[config.mk]
export PLATFORM = sky130hd
export DESIGN_NAME = multi_channel_accumulator
export DESIGN_NICKNAME = d
export VERILOG_FILES = /design/src/rtl/multi_channel_accumulator.sv
export SDC_FILE = /design/constraint.sdc
export NUM_CORES = 1
export LEC_CHECK = 0
export CAP_MARGIN = 20
export CORE_UTILIZATION = 60
export CTS_CLUSTER_DIAMETER = 80
export CTS_CLUSTER_SIZE = 28
export DETAILED_ROUTE_END_ITERATION = 10
export GPL_TIMING_DRIVEN = 0
export PLACE_DENSITY = 0.95
export SKIP_CTS_REPAIR_TIMING = 1
export SLEW_MARGIN = 20
export SYNTH_ARGS = -nofsm -noshare
export SYNTH_HDL_FRONTEND = slang
export SYNTH_SLANG_ARGS = --single-unit
[constraint.sdc]
create_clock -name clock -period 5.4 [get_ports clock]
set_input_delay 0.54 -clock clock [delete_from_list [all_inputs] [get_ports clock]]
set_output_delay 0.54 -clock clock [all_outputs]
set_load 0.02 [all_outputs]
[src/rtl/multi_channel_accumulator.sv]
// Per-channel signed window accumulator with wrap/saturate arithmetic,
// sticky overflow flags and a valid/ready handshake on the window result.
module multi_channel_accumulator #(
    parameter  int unsigned NB_DATA = 8,
    parameter  int unsigned NB_ACC  = 12,
    parameter  int unsigned N_CH    = 8,
    parameter  int unsigned ACC_LEN = 16,
    localparam int unsigned NB_CNT  = $clog2(ACC_LEN + 1)
) (
    input  logic                      clock,
    input  logic                      i_reset,
    input  logic [NB_DATA*N_CH-1:0]   i_data,
    input  logic                      i_valid,
    output logic                      o_ready,
    input  logic [N_CH-1:0]           i_ch_en,
    input  logic                      i_sat_mode,
    input  logic                      i_clear,
    output logic [NB_ACC*N_CH-1:0]    o_data,
    output logic [N_CH-1:0]           o_ovf,
    output logic                      o_valid,
    input  logic                      i_ready,
    output logic [NB_CNT-1:0]         o_count
);

    localparam int unsigned NB_SUM = NB_ACC + 1;

    localparam logic [0:0] ST_ACC  = 1'b0;
    localparam logic [0:0] ST_HOLD = 1'b1;

    logic [0:0]                r_state;
    logic [0:0]                w_state_next;
    logic                      r_ready;
    logic                      r_valid;
    logic [NB_CNT-1:0]         r_count;
    logic signed [NB_ACC-1:0]  r_acc [N_CH];
    logic [N_CH-1:0]           r_sticky;
    logic [NB_ACC*N_CH-1:0]    r_data;
    logic [N_CH-1:0]           r_ovf;

    logic                      w_accept;
    logic                      w_last;
    logic signed [NB_ACC-1:0]  w_acc_upd [N_CH];
    logic [N_CH-1:0]           w_ovf_hit;
    logic [NB_ACC*N_CH-1:0]    w_data_flat;

    assign w_accept = i_valid && r_ready;
    assign w_last   = w_accept && (r_count == NB_CNT'(ACC_LEN - 1));

    // Per-channel add with one guard bit to detect signed overflow
    for (genvar k = 0; k < N_CH; k++) begin : g_ch
        logic signed [NB_DATA-1:0] w_sample;
        logic signed [NB_SUM-1:0]  w_sum;
        logic                      w_ovf;
        logic [NB_ACC-1:0]         w_sat;
        logic [NB_ACC-1:0]         w_new;

        assign w_sample = i_data[k*NB_DATA +: NB_DATA];
        assign w_sum    = NB_SUM'(w_sample) + NB_SUM'(r_acc[k]);
        assign w_ovf    = w_sum[NB_ACC] ^ w_sum[NB_ACC-1];
        assign w_sat    = w_sum[NB_ACC] ? {1'b1, {(NB_ACC-1){1'b0}}}
                                        : {1'b0, {(NB_ACC-1){1'b1}}};
        assign w_new    = (w_ovf && i_sat_mode) ? w_sat : w_sum[NB_ACC-1:0];

        assign w_acc_upd[k]                     = i_ch_en[k] ? w_new : r_acc[k];
        assign w_ovf_hit[k]                     = i_ch_en[k] & w_ovf;
        assign w_data_flat[k*NB_ACC +: NB_ACC]  = w_acc_upd[k];
    end

    // Next-state logic; clear forces the accumulate state
    always_comb begin
        w_state_next = r_state;
        if (i_clear) begin
            w_state_next = ST_ACC;
        end else begin
            case (r_state)
                ST_ACC:  if (w_last)  w_state_next = ST_HOLD;
                ST_HOLD: if (i_ready) w_state_next = ST_ACC;
                default: w_state_next = ST_ACC;
            endcase
        end
    end

    always_ff @(posedge clock) begin
        if (i_reset) begin
            r_state <= ST_ACC;
            r_ready <= 1'b1;
        end else begin
            r_state <= w_state_next;
            r_ready <= (w_state_next == ST_ACC);
        end
    end

    // Accumulators, window counter and result registers
    always_ff @(posedge clock) begin
        if (i_reset) begin
            for (int unsigned k = 0; k < N_CH; k++) r_acc[k] <= '0;
            r_sticky <= '0;
            r_count  <= '0;
            r_valid  <= 1'b0;
            r_data   <= '0;
            r_ovf    <= '0;
        end else if (i_clear) begin
            for (int unsigned k = 0; k < N_CH; k++) r_acc[k] <= '0;
            r_sticky <= '0;
            r_count  <= '0;
            r_valid  <= 1'b0;
        end else begin
            if (r_state == ST_HOLD && i_ready) begin
                r_valid <= 1'b0;
            end
            if (w_last) begin
                r_data   <= w_data_flat;
                r_ovf    <= r_sticky | w_ovf_hit;
                r_valid  <= 1'b1;
                for (int unsigned k = 0; k < N_CH; k++) r_acc[k] <= '0;
                r_sticky <= '0;
                r_count  <= '0;
            end else if (w_accept) begin
                for (int unsigned k = 0; k < N_CH; k++) r_acc[k] <= w_acc_upd[k];
                r_sticky <= r_sticky | w_ovf_hit;
                r_count  <= r_count + NB_CNT'(1);
            end
        end
    end

    assign o_ready = r_ready;
    assign o_valid = r_valid;
    assign o_count = r_count;
    assign o_data  = r_data;
    assign o_ovf   = r_ovf;

endmodule
After elaboration in Yosys (flattened, before gate mapping)

Memory sizes are Yosys's and may differ from the RTL's.
Cells that the tools add are included.

Register bits after elaboration: 120
Bits in writable memories: 96
Input bits: 78
Output and inout bits: 111
Word-level logic and storage cells: 144
Memories kept: 1

Add/sub/neg operators: 9
Equality and inequality tests: 1
Multiplexer cells: 67
Bitwise logic cells: 44
Reductions and logical operators: 15

Memory list:

| name  | words | bits a word | rd ports | clocked after Yosys merged registers in | wr ports | line | text |
|---|---|---|---|---|---|---|---|
| r_acc | 8     | 12          | 8        | 0                                       | 8        | 35   | `logic signed [NB_ACC-1:0] r_acc [N_CH];` |

Operators with widths:

| operator              | count |
|---|---|
| $mux W12              | 48 |
| $add A8 B12 Y13       | 8 |
| $or A1 B1 Y1          | 24 |
| $mux W1               | 18 |
| $logic_and A1 B1 Y1   | 11 |
| $and A1 B1 Y1         | 8 |
| $or A8 B8 Y8          | 1 |
| $xor A1 B1 Y1         | 8 |
| $add A5 B1 Y5 const B | 1 |
| $eq A5 B4 Y1 const B  | 1 |
| $not A1 Y1            | 3 |
| $reduce_or A3 Y1      | 1 |
| $pmux W1 S2           | 1 |
| $reduce_and A2 Y1     | 1 |
| $reduce_bool A2 Y1    | 1 |
| $reduce_or A2 Y1      | 1 |

Depth between registers and ports, before layout

Gate-level depths: netlist (run 1).

Depth after elaboration: 8
Depth in mapped cells: 12

Least setup slack after synthesis (run 1)

Ideal clock, no wire load.

Kind: input to register
Start point: in i_data[8]
End point: mem r_acc[1][2] (netlist: r_acc[0][14]), data pin
Library setup time: 0.255 ns
Data arrival time: 2.670 ns
Slack: 2.475 ns
Stages on the path: 12
Path buffers: 1
Cell sequence: ha_1 -> inv_1 -> fa_1 -> nand2b_1 -> a211oi_1 -> o31ai_1 -> a41oi_1 -> nand2_1 -> mux2i_1 -> buf_2 -> o21ai_1 -> and3_1

RTL lines:

| element         | line | text |
|---|---|---|
| start, declared | 12   | `input logic [NB_DATA*N_CH-1:0] i_data,` |
| end, declared   | 35   |  |

==> results of run 1 <==
==> Yosys cell counts, types with 23 or more instances <==
| cell | count |
|---|---|
| nor2_1 | 188 |
| a21oi_1 | 138 |
| dfxtp_1 | 132 |
| nand2_1 | 117 |
| ha_1 | 98 |
| o21ai_0 | 87 |
| edfxtp_1 | 84 |
| a211oi_1 | 63 |
| clkbuf_1 | 55 |
| inv_1 | 50 |
| xnor2_1 | 50 |
| o21ai_1 | 44 |
| nor3_1 | 35 |
| o22ai_1 | 25 |
| o21a_1 | 23 |
| xor2_1 | 23 |
==> worst register-to-register path, stage by stage, from the launching register on <==
cell	delay (ps)
edfxtp_1	430
ha_1	360
o21ai_0	120
or2_0	210
a211oi_1	490
a21oi_2	140
xor2_2	440
nor4_1	90
a2111oi_0	900
nor2_1	70
==> power by group <==
| group | internal [mW] | switching [mW] | total, mW | leakage, nW |
|---|---|---|---|---|
| Sequential | 1.74 | 0.0315 | 1.77 | 2.04 |
| Combinational | 0.381 | 0.571 | 0.952 | 3.78 |
| Clock | 0.560 | 0.661 | 1.22 | 0.240 |
==> path summary, 6_finish.rpt <==
kind	endpoint	slack, ps
max reg2reg	r_acc[1][13]	1870
min	o_data[29]	460
min reg2reg	o_data[29]	460
max	r_acc[1][13]	1820
==> final cells by class <==
cell class	instances	area [um^2]	share of cell area, %
flip-flops and latches	216	5160	31.9
inverters	52	195	1.21
multi-input cells	1203	7810	48.3
plain buffers	65	256	1.59
well taps	280	350	2.17
repair buffers	188	1900	11.7
clock inverters	8	100	0.619
clock buffers	16	389	2.41
==> through the flow <==
step	hold WS, ps	cells
after floorplan	426	1536
after CTS	459	2028
after global placement	436	2003
final	458	2028
after detailed placement	444	2004
after global routing	490	2028
==> routing by layer <==
layer  track usage (%)  up-vias  share of wire [%]  wire length (um)
li1                  -     6086                  -                 -
met1              43.4     6176                 40             15800
met2              57.7      713                 46             18400
met3              5.36      144                9.3              3690
met4              16.7        0                4.8              1910
met5                 0        -                  0                 0
==> registers in the layout, indices dropped and copies added, names as in the netlist <==
name	flops
r_sticky	8
r_state	1
o_count	5
r_acc	96
o_valid	1
o_data	96
o_ready	1
o_ovf	8
==> cell families after synthesis <==
logic type | after synthesis | share of synthesized area, %
mux | 6 | 0.457
compound gates | 533 | 25.7
buf+inv | 117 | 3.36
flops | 216 | 38.5
xor+xnor | 75 | 5.00
simple gates | 483 | 16.7
fa+ha+maj | 106 | 10.3
==> qor.txt, run 1 <==
status - finished clean
Final setup viols - 0
Antenna Nets Post-Route - 0
Die Ht - 152 um
cts bufs inserted - 14
min-delay worst type - reg -> reg
Final Hold Vio Count - 0
die area - 23000 um^2
hold path cells - 2
# rows - 54
Post-synth EDFFs - 84
Yosys top cell by area - dfxtp_1
Tmin final - 3580 ps
crit path DAT - 3810 ps
Post-synth top flop - dfxtp_1
DR vias/cell - 6.47
grt ovf - 0
initial antenna violation count - 0
# DRC - 0
crit path kind - in -> reg
setup TNS - 0 ps
WL/cell - 19.6 um
root buf cell - clkbuf_16
asr flop ratio synth - 0%
Critical Path, Cell by Cell - clkdlybuf4s50_1 -> ha_1 -> o21ai_0 -> or2_0 -> a211oi_1 -> a21oi_2 -> xor2_2 -> nor4_1 -> a2111oi_0 -> nor2_1
Distinct cells, synth - 70
maximum vdd drop - 0.000170 V
CP max stage cell - a2111oi_0
max_cap viols - 0
post-synthesis register bit count - 216
placed inst area - 15700 um^2
final slew viol count - 0
Worst Setup End Kind - register
antenna fix cells - 0
H-tree depth - 1
Tcrit/Tclk final - 66.2%
type of element launching the critical path - input port
final core utilization - 73.9%
nets - 1924
global-route usage over all layers - 34.5%
hpwl dp - 29.6 mm
Hold Startpoint - o_data[29]
Clk pin slew, worst setup/hold paths - 110 ps
Worst Clk Skew - 26.2 ps
share of layout cells above drive strength 1 - 3.89%
synthesized cell area - 13400 um^2
top cells by area, synth - dfxtp_1 20%, edfxtp_1 19%, ha_1 9.1%
routability cong. - 0.971
worst setup margin - 1820 ps
Area growth syn-to-layout - 20.4%
drt total wl - 39.8 mm
largest stage delay on the critical path - 900 ps
sequential area share after synthesis - 38.5%
Pwr Density - 244 nW/um^2
largest net degree at the start of global routing - 29
Via Count - 13119
most frequent cells in the layout - 188 x nor2_1, 187 x clkdlybuf4s50_1, 138 x a21oi_1
first-pass GRT wire length - 62.9 mm
Syn Inst Count - 1536
Chip Width - 152 um
Worst Setup SP - i_data[42]
worst skew pair latency - 500 ps
Synth Net Count - 1720
filler cell count - 1579
Static Leak - 6.06 nW
Yosys warning total - 0
Crit path max-delay family - compound AO/OA/AOI/OAI gates
DRT iter0 DRCs - 1256
Max-slew headroom - 27.1%
final design instance area without fill - 16200 um^2
clock sink count - 216
Crit Path Max Fanout - 10
Slew @ Worst Pin - 1090 ps
total core area - 21900 um^2
drt pass-1 iters - 6
instance count on the critical path - 10
Power Total - 3.95 mW
pre-CTS WS - 1390 ps
commonest non-fill, non-tap cell in the layout - nor2_1
unrepaired setup endpoints after global routing - false
Initial Util - 61.3%
top cell type's share of synthesized area - 19.7%
Max Fclk - 0.280 GHz
Port Buf Inserts - 187
Clock Tree Buf Depth - 3
Worst EP required - 5630 ps
reg2reg start - r_acc[1][14]
mean post-synth cell area - 8.74 um^2
vias in the first global route - 12772
IO Count - 189
CTS tree - done
Register-to-Register Path Depth - 9
Crit path buffers/inverters - 1
Note: power is estimated with default switching activity, not from simulation.
==> inputs of run 2 (changes only) <==
--- a/config.mk
+++ b/config.mk
@@ -6,12 +6,12 @@
 export NUM_CORES = 1
 export LEC_CHECK = 0
 export CAP_MARGIN = 20
-export CORE_UTILIZATION = 60
+export CORE_UTILIZATION = 56
 export CTS_CLUSTER_DIAMETER = 80
 export CTS_CLUSTER_SIZE = 28
 export DETAILED_ROUTE_END_ITERATION = 10
 export GPL_TIMING_DRIVEN = 0
-export PLACE_DENSITY = 0.95
+export PLACE_DENSITY = 0.92
 export SKIP_CTS_REPAIR_TIMING = 1
 export SLEW_MARGIN = 20
 export SYNTH_ARGS = -nofsm -noshare
==> constraint.sdc (replaced) <==
create_clock -name clock -period 3.6 [get_ports clock]
set_input_delay 0.36 -clock clock [delete_from_list [all_inputs] [get_ports clock]]
set_output_delay 0.36 -clock clock [all_outputs]
set_load 0.02 [all_outputs]
==> run 2 against run 1 <==
Compared with the run above:
- clock skew up 22 ps
- largest power group unchanged
- utilization down 4.8 points
- via count down 0.27%
- non-clock buffer count unchanged
- highest routed layer unchanged
==> qor.txt, run 2 (synthesis gave the netlist of run 1 again) <==
clock sink count - 216 (unchanged)
commonest non-fill, non-tap cell in the layout - nor2_1 (unchanged)
Max-slew headroom - 27.8% (was 27.1%)
Worst Setup End Kind - register (unchanged)
type of element launching the critical path - register (was input port)
switch share - 31.3% (was 32.0%)
final design instance area without fill - 16200 um^2 (about the same)
FF+latch area - 5160 um^2 (unchanged)
WL/cell - 19.4 um (was 19.6 um)
grt ovf - 0 (unchanged)
most frequent cells in the layout - 188 x nor2_1, 187 x clkdlybuf4s50_1, 138 x a21oi_1 (unchanged)
Chip Width - 157 um (was 152 um)
Register-to-Register Path Depth - 12 (was 9)
reg2reg start - r_acc[0][12] (was r_acc[1][14])
max_cap viols - 0 (unchanged)
nets - 1924 (unchanged)
final slew viol count - 0 (unchanged)
total core area - 23500 um^2 (was 21900 um^2)
Final Non-Filler Cells - 2067 (was 2028)
die area - 24600 um^2 (was 23000 um^2)
Worst EP required - 3830 ps (was 5630 ps)
maximum vdd drop - 0.000317 V (was 0.000170 V)
vias in the first global route - 12576 (was 12772)
filler cell count - 1788 (was 1579)
# DRC - 0 (unchanged)
Max Fclk - 0.295 GHz
Clock Tree Buf Depth - 3 (unchanged)
placed insts - 2043 (was 2004)
crit path DAT - 3630 ps (was 3810 ps)
Tcrit/Tclk final - 94.3%
routability cong. - 0.960 (was 0.971)
Clock power frac - 30.8% (was 31.0%)
DR vias/cell - 6.33 (was 6.47)
final core utilization - 69.1% (was 73.9%)
DRT iter0 DRCs - 1153 (was 1256)
cts bufs inserted - 14 (unchanged)
pre-CTS WS - -178 ps (was 1390 ps)
status - finished clean (unchanged)
Power Internal - 4.06 mW (was 2.68 mW)
Die Ht - 157 um (was 152 um)
Area growth syn-to-layout - 20.8% (was 20.4%)
min-delay worst type - in -> reg (was reg -> reg)
IO Count - 189 (unchanged)
drt total wl - 40.1 mm (was 39.8 mm)
Initial Util - 57.2% (was 61.3%)
Net Switching - 1.85 mW (was 1.26 mW)
Worst R2R Setup Slack - 200 ps (was 1870 ps)
Crit path max-delay family - compound AO/OA/AOI/OAI gates (unchanged)
Via Count - 13083 (was 13119)
Static Leak - 6.05 nW (was 6.06 nW)
multi-input logic area - 7820 um^2 (was 7810 um^2)
# rows - 56 (was 54)
Reg power frac - 45.0% (was 44.9%)
CP max stage cell - edfxtp_1 (was a2111oi_0)
worst reg2reg endpoint - r_acc[0][13] (was r_acc[1][13])
drt pass-1 iters - 6 (unchanged)
root buf cell - clkbuf_16 (unchanged)
CTS tree - done (unchanged)
worst setup margin - 205 ps (was 1820 ps)
antenna fix cells - 0 (unchanged)
largest stage delay on the critical path - 410 ps (was 900 ps)
H-tree depth - 1 (unchanged)
Tmin final - 3400 ps
Pwr Density - 365 nW/um^2 (was 244 nW/um^2)
largest net degree at the start of global routing - 32 (was 29)
first-pass GRT wire length - 63.0 mm (was 62.9 mm)
initial antenna violation count - 0 (unchanged)
Final setup viols - 0 (unchanged)
placed inst area - 15700 um^2 (about the same)
Clk pin slew, worst setup/hold paths - 100 ps (was 110 ps)
share of layout cells above drive strength 1 - 3.89% (unchanged)
Critical Path, Cell by Cell - ha_1 -> inv_1 -> fa_1 -> nand2b_1 -> a211oi_1 -> o31ai_1 -> a41oi_1 -> nand2_1 -> mux2i_1 -> buf_2 -> o21ai_1 -> and3_1 (was clkdlybuf4s50_1 -> ha_1 -> o21ai_0 -> or2_0 -> a211oi_1 -> a21oi_2 -> xor2_2 -> nor4_1 -> a2111oi_0 -> nor2_1)
Combinational Power Share - 24.2% (was 24.1%)
crit path kind - reg -> reg (was in -> reg)
Crit Path Max Fanout - 10 (unchanged)
hold path cells - 3 (was 2)
Final Hold Vio Count - 0 (unchanged)
hold path endpoint - o_ready (was o_data[29])
hpwl dp - 29.9 mm (was 29.6 mm)
Slew @ Worst Pin - 1080 ps (was 1090 ps)
Crit path buffers/inverters - 2 (was 1)
Port Buf Inserts - 187 (unchanged)
Hold Startpoint - i_reset (was o_data[29])
Power Total - 5.91 mW (was 3.95 mW)
unrepaired setup endpoints after global routing - false (unchanged)
Antenna Nets Post-Route - 0 (unchanged)
global-route usage over all layers - 32.3% (was 34.5%)
worst skew pair latency - 510 ps (was 500 ps)
Worst Clk Skew - 48.5 ps (was 26.2 ps)
==> run 2: power by group through the flow <==
stage | clock (mW) | sequential, mW | combinational (mW)
final | 1.82 | 2.66 | 1.43
after global routing | 1.92 | 2.67 | 1.57
after CTS | 1.83 | 2.66 | 1.40
after detailed placement | 0 | 2.71 | 1.38
after global placement | 0 | 2.71 | 1.32
after floorplan | 0 | 2.70 | 1.01
==> run 2: per-stage QoR <==
step | hold slack (ps) | TNS (ps)
after floorplan | 426 | 0
final | 367 | 0
after detailed placement | 448 | -5540
after CTS | 340 | 0
after global routing | 401 | 0
after global placement | 435 | -2360
==> run 2: how the worst max path moves through the flow <==
stage	from	to	depth (start not counted)
finish	r_acc[0][12]	r_acc[0][13]	12
global route	r_acc[0][12]	r_acc[0][13]	12
CTS	r_acc[1][14]	r_acc[1][13]	9
detailed placement	i_data[48]	o_data[74]	12
global placement	i_data[8]	r_acc[0][12]	13
floorplan	i_data[8]	r_acc[0][14]	12
==> run 2: metal layers <==
layer | GRT usage, % | wire length [um]
met5 | 0 | 0
met4 | 15.5 | 1740
met3 | 5.12 | 3360
met2 | 54.8 | 19000
met1 | 39.9 | 16100
==> run 2: final cells by class <==
| cell class | instances | share of cell area, % |
|---|---|---|
| multi-input combinational | 1203 | 48.2 |
| sequential | 216 | 31.9 |
| timing repair buffer | 188 | 11.7 |
| tap | 319 | 2.46 |
| clock buffer | 16 | 2.34 |
| buffer | 65 | 1.58 |
| inverter | 52 | 1.20 |
| clock inverter | 8 | 0.687 |
==> run 2: tightest hold or removal path: stages <==
cell	delay, ps
clkbuf_1	180
nor2_1	160
nand2_1	110
==> inputs of run 3 (changes only) <==
--- a/config.mk
+++ b/config.mk
@@ -6,12 +6,12 @@
 export NUM_CORES = 1
 export LEC_CHECK = 0
 export CAP_MARGIN = 20
-export CORE_UTILIZATION = 56
+export CORE_UTILIZATION = 50
 export CTS_CLUSTER_DIAMETER = 80
 export CTS_CLUSTER_SIZE = 28
 export DETAILED_ROUTE_END_ITERATION = 10
 export GPL_TIMING_DRIVEN = 0
-export PLACE_DENSITY = 0.92
+export PLACE_DENSITY = 0.84
 export SKIP_CTS_REPAIR_TIMING = 1
 export SLEW_MARGIN = 20
 export SYNTH_ARGS = -nofsm -noshare
==> run 3 against run 2 <==
Compared with the run above:
- the flow now finishes with violations (DRC)
- via count fell by 2.0%
- routed wire length is 2.1% lower
- hold slack better by 29 ps
- clock power grew 4%
- clock skew down 25 ps
- utilization shrank 6.9 points
- non-clock buffer count rose by 1
- critical endpoint is now o_data[3]
==> qor.txt, run 3 (synthesis gave the netlist of run 1 again) <==
failing checks - DRC
cts bufs inserted - 15 (was 14)
worst skew pair latency - 500 ps (was 510 ps)
nets - 1926 (was 1924)
status - complete, but fails checks (was finished clean)
routability cong. - 0.936 (was 0.960)
tightest hold margin - 396 ps (was 367 ps)
# DRC - 9 (was 0)
final slew viol count - 0 (unchanged)
Reg power frac - 44.6% (was 45.0%)
largest net degree at the start of global routing - 26 (was 32)
clock sink count - 216 (unchanged)
Final Hold Vio Count - 0 (unchanged)
WL/cell - 18.8 um (was 19.4 um)
Worst Clk Skew - 23.4 ps (was 48.5 ps)
Pwr Density - 366 nW/um^2 (was 365 nW/um^2)
commonest non-fill, non-tap cell in the layout - nor2_1 (unchanged)
CP max stage cell - a21oi_1 (was edfxtp_1)
Final setup viols - 0 (unchanged)
Clk pin slew, worst setup/hold paths - 90 ps (was 100 ps)
Crit Path Max Fanout - 10 (unchanged)
Clock power frac - 31.7% (was 30.8%)
crit path kind - in -> reg (was reg -> reg)
drt pass-1 iters - 8 (was 6)
Tcrit/Tclk final - 93.8% (was 94.3%)
root buf cell - clkbuf_16 (unchanged)
Static Leak - 6.08 nW (was 6.05 nW)
final design instance area without fill - 16300 um^2 (was 16200 um^2)
initial antenna violation count - 0 (unchanged)
total core area - 26200 um^2 (was 23500 um^2)
drt total wl - 39.3 mm (was 40.1 mm)
vias in the first global route - 12532 (was 12576)
Chip Width - 166 um (was 157 um)
Tmin final - 3380 ps (was 3400 ps)
hpwl dp - 29.7 mm (was 29.9 mm)
crit path DAT - 3780 ps (was 3630 ps)
CTS tree - done (unchanged)
max_cap viols - 0 (unchanged)
Max Fclk - 0.296 GHz (was 0.295 GHz)
Max-slew headroom - 27.5% (was 27.8%)
pre-CTS WS - -180 ps (was -178 ps)
die area - 27500 um^2 (was 24600 um^2)
Port Buf Inserts - 187 (unchanged)
antenna fix cells - 0 (unchanged)
H-tree depth - 1 (unchanged)
hold path cells - 3 (unchanged)
type of element launching the critical path - input port (was register)
Worst Setup End Kind - register (unchanged)
Clock Tree Buf Depth - 3 (unchanged)
Die Ht - 166 um (was 157 um)
first-pass GRT wire length - 62.6 mm (was 63.0 mm)
Power Internal - 4.11 mW (was 4.06 mW)
Area growth syn-to-layout - 21.3% (was 20.8%)
crit-path most repeated cell - a21oi_1
grt ovf - 0 (unchanged)
most frequent cells in the layout - 188 x nor2_1, 187 x clkdlybuf4s50_1, 138 x a21oi_1 (unchanged)
worst setup margin - 224 ps (was 205 ps)
share of layout cells above drive strength 1 - 4.06% (was 3.89%)
largest stage delay on the critical path - 510 ps (was 410 ps)
Slew @ Worst Pin - 1090 ps (was 1080 ps)
unrepaired setup endpoints after global routing - false (unchanged)
min-delay worst type - in -> reg (unchanged)
switch share - 31.1% (was 31.3%)
# rows - 59 (was 56)
DRT iter0 DRCs - 1097 (was 1153)
DR vias/cell - 6.15 (was 6.33)
Critical Path, Cell by Cell - clkdlybuf4s50_1 -> ha_1 -> inv_1 -> fa_1 -> nand2b_1 -> a211oi_1 -> o31ai_1 -> a21oi_1 -> o21bai_1 -> a21oi_1 -> o21ai_0 -> a311oi_1 (was ha_1 -> inv_1 -> fa_1 -> nand2b_1 -> a211oi_1 -> o31ai_1 -> a41oi_1 -> nand2_1 -> mux2i_1 -> buf_2 -> o21ai_1 -> and3_1)
IO Count - 189 (unchanged)
Combinational Power Share - 23.7% (was 24.2%)
Antenna Nets Post-Route - 0 (unchanged)
Register-to-Register Path Depth - 11 (was 12)
setup TNS - 0 ps (unchanged)
placed inst area - 15700 um^2 (about the same)
global-route usage over all layers - 27.8% (was 32.3%)
Initial Util - 51.2% (was 57.2%)
Net Switching - 1.85 mW (about the same)
maximum vdd drop - 0.000316 V (was 0.000317 V)
Worst EP required - 4000 ps (was 3830 ps)
Via Count - 12821 (was 13083)
==> run 3: area by class of cell <==
cell class | count | area [um^2]
fillers | 2190 | 9920
clock buffers | 16 | 400
plain buffers | 65 | 256
clock inverters | 9 | 115
well taps | 335 | 419
inverters | 52 | 195
multi-input cells | 1203 | 7820
repair buffers | 189 | 1910
flip-flops and latches | 216 | 5160
==> run 3: power by group through the flow <==
stage | sequential, mW | combinational [mW] | clock (mW)
6_report | 2.66 | 1.42 | 1.89
5_1_grt | 2.66 | 1.56 | 1.98
4_1_cts | 2.65 | 1.39 | 1.91
3_5_place_dp | 2.71 | 1.38 | 0
3_3_place_gp | 2.71 | 1.33 | 0
2_1_floorplan | 2.70 | 1.01 | 0
==> run 3: critical path: cells and delay by family <==
kind                       cells  cell delay [ps]
AOI/OAI and AO/OA              7             2040
adders and majority gates      2              600
buffers and inverters          2              560
and+or+nand+nor                1              200
==> run 3: per-stage QoR <==
step	std cells	utilization (%)	power [mW]
2_1_floorplan	1536	-	3.70
3_3_place_gp	2058	60.0	4.04
3_5_place_dp	2059	60.1	4.09
4_1_cts	2084	62.1	5.95
5_1_grt	2085	62.1	6.20
6_report	2085	62.1	5.96
==> run 3: routing by layer <==
layer,up-vias,GRT usage (%),wire length (um)
met5,-,0,0
met4,0,12.5,1600
met3,96,4.46,2950
met2,496,46.3,18000
met1,6122,35.7,16800
li1,6107,-,-
==> run 3: final timing paths <==
| check | startpoint | to | slack [ps] |
|---|---|---|---|
| max | i_data[0] | o_data[3] | 220 |
| max reg2reg | r_acc[0][0] | o_data[3] | 250 |
| min | i_reset | o_ready | 400 |
| min reg2reg | o_data[75] | o_data[75] | 450 |
